==> src/rtl/match_enumerator.sv <==
// Sequential match enumerator: accepts a CAM match vector and emits the index
// of every set bit, one per output handshake, in the configured priority order.
module match_enumerator #(
  parameter int  WIDTH     = 32,
  parameter bit  MSB_FIRST = 1'b0,
  localparam int IDX_W     = $clog2(WIDTH)
) (
  input  logic             clk_i,
  input  logic             rst_i,
  input  logic             in_valid_i,
  output logic             in_ready_o,
  input  logic [WIDTH-1:0] in_data_i,
  output logic             out_valid_o,
  input  logic             out_ready_i,
  output logic [IDX_W-1:0] out_idx_o,
  output logic             out_last_o,
  output logic             out_empty_o
);

  typedef enum logic [1:0] {IDLE, ENUM, EMPTY} state_e;

  state_e           state_q, state_d;
  logic [WIDTH-1:0] pending_q, pending_d;
  logic [IDX_W-1:0] enc_idx;
  logic [WIDTH-1:0] pending_clr;
  logic             single;

  // Last match wins, so scan away from the priority end.
  always_comb begin
    enc_idx = '0;
    for (int i = 0; i < WIDTH; i++) begin
      if (MSB_FIRST) begin
        if (pending_q[i]) enc_idx = IDX_W'(i);
      end else begin
        if (pending_q[WIDTH-1-i]) enc_idx = IDX_W'(WIDTH-1-i);
      end
    end
  end

  assign pending_clr = pending_q & ~(WIDTH'(1) << enc_idx);
  assign single      = (pending_q != '0) && ((pending_q & (pending_q - WIDTH'(1))) == '0);

  assign in_ready_o  = (state_q == IDLE);
  assign out_valid_o = (state_q != IDLE);
  assign out_idx_o   = (state_q == ENUM) ? enc_idx : '0;
  assign out_last_o  = ((state_q == ENUM) && single) || (state_q == EMPTY);
  assign out_empty_o = (state_q == EMPTY);

  always_comb begin
    state_d   = state_q;
    pending_d = pending_q;
    case (state_q)
      IDLE: begin
        if (in_valid_i) begin
          if (|in_data_i) begin
            pending_d = in_data_i;
            state_d   = ENUM;
          end else begin
            state_d   = EMPTY;
          end
        end
      end
      ENUM: begin
        if (out_ready_i) begin
          pending_d = pending_clr;
          if (single) state_d = IDLE;
        end
      end
      EMPTY: begin
        if (out_ready_i) state_d = IDLE;
      end
      default: state_d = IDLE;
    endcase
  end

  always_ff @(posedge clk_i) begin
    if (rst_i) begin
      state_q   <= IDLE;
      pending_q <= '0;
    end else begin
      state_q   <= state_d;
      pending_q <= pending_d;
    end
  end

endmodule

==> config.mk <==
export PLATFORM = sky130hd
export DESIGN_NAME = match_enumerator
export DESIGN_NICKNAME = d
export VERILOG_FILES = /design/src/rtl/match_enumerator.sv
export SDC_FILE = /design/constraint.sdc
export NUM_CORES = 1
export LEC_CHECK = 0
export ABC_CLOCK_PERIOD_IN_PS = 4900
export CORE_ASPECT_RATIO = 2
export CORE_MARGIN = 3
export CORE_UTILIZATION = 40
export DETAILED_ROUTE_END_ITERATION = 10
export GPL_TIMING_DRIVEN = 0
export MAX_ROUTING_LAYER = met4
export PLACE_DENSITY_LB_ADDON = 0.05
export SETUP_SLACK_MARGIN = 0.05
export SYNTH_ARGS = -nofsm -noshare
export SYNTH_HDL_FRONTEND = slang
export SYNTH_SLANG_ARGS = --single-unit
==> constraint.sdc <==
create_clock -name clk_i -period 4.9 [get_ports clk_i]
set_input_delay 0.98 -clock clk_i [delete_from_list [all_inputs] [get_ports clk_i]]
set_output_delay 0.98 -clock clk_i [all_outputs]
set_load 0.01 [all_outputs]
# == After elaboration in Yosys (flattened, before gate mapping) ==
# Index checks and enable logic that the tools add are counted.
# W data, S select, Z words.
# word_totals
elab_cells,68
out_inout_bits,9
register_bits,34
inputBits,36
# op_classes
mux,43
shifts,1
reduce_logical,11
bitwise,3
eq_ne,7
n_addsub,1
# op_table
op,count
$mux W5,33
$mux W32,3
$and A32 B32 Y32,2
$pmux W32 S2,1
$logic_not A32 Y1,1
$not A32 Y32,1
$reduce_bool A32 Y1,1
$reduce_or A32 Y1,1
$shl A1 B5 Y32 const A,1
$sub A32 B1 Y32 const B,1
$mux W2,5
$ne A2 B2 Y1 const B,4
$reduce_and A4 Y1,2
$pmux W2 S3,1
$reduce_bool A2 Y1,2
$eq A2 B1 Y1 const B,1
$eq A2 B2 Y1 const B,1
$logic_and A1 B1 Y1,2
$logic_not A2 Y1,1
$ne A2 B1 Y1 const B,1
$logic_or A1 B1 Y1,1

# == Depth between registers and ports, before layout ==
# logic_depth
word_depth,37
mapped_depth,9
ltp_nobuf,7

# == Worst setup path before layout ==
# OpenSTA, ideal clock, no wires.
# synth_path
path_type,reg2out
start,register pending_q[5]
end,output port out_last_o
n_path_buf,1
path_slack_ps,1566
required_ps,3920
arrival_ps,2354
stages_incl_launch_ff,9
path_cell_list,dfxtp_1 buf_6 or3_1 or2_4 a21oi_2 nor2_1 or4_1 or4_1 o21bai_1
# synth_between
elab_chain_cells,6
elab_cells_between_ends,7
cone_classes,add/sub (1); bitwise (1); reduce/logical (5)
# synth_lines
element,line,source
from (decl),23,"logic [WIDTH-1:0] pending_q, pending_d;"
from (signal assigned),82,pending_q <= pending_d;
$sub A32 B1 Y32,41,assign single = (pending_q != '0) && ((pending_q & (pending_q - WIDTH'(1))) == '0);
$and A32 B32 Y32,41,
$logic_not A32 Y1,41,
$logic_and A1 B1 Y1 (*),41,
$logic_and A1 B1 Y1 (*),46,assign out_last_o = ((state_q == ENUM) && single) || (state_q == EMPTY);
$logic_or A1 B1 Y1 (*),46,
to (decl),16,"output logic out_last_o,"
# Mark *: on every way between the ends. The rest lies on a longest branch, timed or not.

# == Worst setup path in the final report ==
# layout_path
start,register pending_q[10]
end,output port out_last_o
# Same word-level chain as after synthesis.

==> flow_summary.toml <==
[critical_path]
crit_path_frequent_cell = "or4_1"
crit_buf_inv = 3
crit_fanout = 10
rr_worst_depth = 8
worst-endpoint-required_ps = 3920
cp.depth = 10
path_class = "register to output port"
cpMaxStageDelayCell = "or4_1"
crit_family = "simple AND/OR/NAND/NOR gates"
cp_cell_sequence = "clkbuf_1 > nor4_4 > nand4_2 > buf_6 > nor3_2 > o22ai_1 > or4_1 > or4_1 > o21bai_1 > clkdlybuf4s50_1"
cp-end-kind = "output port"
cp-start-kind = "register"
max_stage_delay_ps = 610
crit_arrival_ps = 3570

[layout]
nets = 462
drive_gt1_share_pct = 7.49
fin_util_pct = 51.7
regArea_sq_um = 681
nFillCells = 720
area_growth_pct = 25.6
final_cell_area_sq_mm = 0.00342
multi_input_area_sq_mm = 0.00184
diodes = 0

[yosys]
syn-num-nets = 412
synth-xor-area-share_pct = 0
synth_most_common_cell = "a21oi_1"
synth-seq-area-share_pct = 25.0
synth-compound-area-share_pct = 36.3
synth.top_cell.area_share_pct = 25.0
syn_inst = 376
synth_area_sq_mm = 0.00273
synth_edf_count = 0
yosys_most_used_dff = "dfxtp_1"
synth_common_cells = "a21oi_1, nor2_1, dfxtp_1"
ys_seq_elements = 34
synth-simple-area-share_pct = 30.9
muxShareOfSynthArea_pct = 0
synth.area.top_cells = "dfxtp_1, a21oi_1, o311ai_0"
synth_largest_area_cell = "dfxtp_1"
yosys_warnings = 0
synth_top_family_by_area = "compound AO/OA/AOI/OAI gates"
async_reset_ff_share_pct = 0
yosysUniqueCellTypes = 54
avgSynthCellArea_sq_um = 7.25
synth_adder_area_share_pct = 0

[power]
p_leak_uw = 0.00122
power_frac_comb_pct = 40.8
p_int_uw = 664
switching_share_pct = 39.9
p_seq_share_pct = 29.0
netSwitchingPower_uw = 441
power.density_mw_per_mm2 = 323
pwr-share-clk_pct = 30.2
irDropWorstVdd_mv = 0.225

[clocking]
cts_tree = "built"
clockBufferDepth = 2
clock-sinks = 34
cts_buffers = 5
clk_pin_slew_worst_paths_ps = 60
clk_latency_ps = 290
post_cts_buffers = 0
cts_root_buf = "clkbuf_16"
cts_max_level = 2

[sta]
relSlewSlack_pct = 43.1
hold_viol = 0
min_period_ps = 4550
timing.final.crit_share_pct = 92.9
clock_skew_ps = 8.80
setup_tns_ps = 0
finalSetupViolCount = 0
clock.fmax_ghz = 0.220
rsz0062_at_grt = "no"
slew_viol_final = 0
worst_pin_slew_ps = 850

[placement]
gp_congestion = 1.03
dp_hpwl_um = 8890
io_buffers = 43
postPlaceCellArea_sq_mm = 0.00327

[worst_hold_path]
min_path_cells = 1
min_path_type = "register to register"

[drt]
wirelength_um = 11600
vias = 3382
vias_per_cell = 6.57
ant_nets = 0
dr.first_iter.drc_count = 282
wl_per_cell_um = 22.5
route.detailed.drc = 0
first_pass_iters = 5

[job]
maxCapViolations = 0

[grt]
grt_usage_pct = 31.3
grt_pass1_vias = 3366
grt_pass1_wl_um = 18100
grt_max_degree = 12
antenna_found_initial = 0
grt-ovfl-total = 0

[die]
ioPinCount = 45
fp.dieH_um = 123
die_area_sq_mm = 0.00790
fp.dieW_um = 64.4
start_util_pct = 41.2
core_sq_mm = 0.00662
rows = 42

[run_status]
status = "completed"
power by group through the flow:
stage	Sequential (uW)	Combinational, uW	Clock [uW]
floorplan	316	282	0
global placement	325	439	0
detailed placement	325	438	0
CTS	319	441	333
global route	323	485	342
finish	321	450	334
cells by family after synthesis:
family | count (synthesis)
AND/OR/NAND/NOR | 149
AO/OA/AOI/OAI | 147
flip-flops | 34
buffers and inverters | 46
flip-flops by register name, indices dropped and copies added, names as in the netlist:
register / cells
pending_q: 32
state_q: 2
layout by cell type (no fill, tap or decap), drive strengths merged, types with 3 or more instances in the layout:
master and instances:
inv 14, a31oi 19, dfxtp 34, a21oi 45, or2 4, o31ai 4, clkdlybuf4s50 43, clkbuf 30
nand4 3, nor2 35, and3 17, nor4 18, o21ai 16, o311ai 22, a211oi 7, nand2b 3
nand2 25, nor2b 4, a21o 4, o211ai 5, or4 7, nand3 9, buf 8, or3 4
nor3 16
timing repair:
item,CTS,global route
hold buffers,0,0
setup endpoints to repair,0,1
gates resized for setup,0,1
per-layer routing:
layer  vias up  global-route usage (%)  part of all wire, %
met4         0                    26.0                  8.5
met3        71                    5.59                  6.2
li1       1568                       -                    -
met1      1571                    32.1                   35
met5         -                       -                    0
met2       172                    51.3                   50
worst paths after layout:
kind / from / slack, ps / to
hold reg to reg: state_q[0]$_SDFFE_PP0P_ / 510 / state_q[1]$_SDFFE_PP0P_
hold / removal: state_q[0]$_SDFFE_PP0P_ / 510 / state_q[1]$_SDFFE_PP0P_
setup / recovery: pending_q[10]$_SDFFE_PP0P_ / 350 / out_last_o
setup reg to reg: pending_q[19]$_SDFFE_PP0P_ / 1870 / pending_q[12]$_SDFFE_PP0P_
through the flow:
step | cells | setup slack (ps) | total power [uW] | hold WS [ps]
final | 515 | 349 | 1110 | 514
after global routing | 515 | 152 | 1150 | 544
after CTS | 515 | 192 | 1090 | 515
after detailed placement | 507 | 499 | 763 | 506
after global placement | 507 | 439 | 764 | 503
after floorplan | 376 | 1570 | 598 | 469
final cells by class:
| cell class | instances | share of cell area [%] |
|---|---|---|
| sequential | 34 | 19.9 |
| clock buffer | 6 | 4.06 |
| multi-input combinational | 296 | 53.7 |
| timing repair buffer | 43 | 12.6 |
| inverter | 14 | 1.53 |
| buffer | 32 | 4.68 |
| tap | 88 | 3.22 |
| clock inverter | 2 | 0.365 |
(Power assumes the default switching activity.)
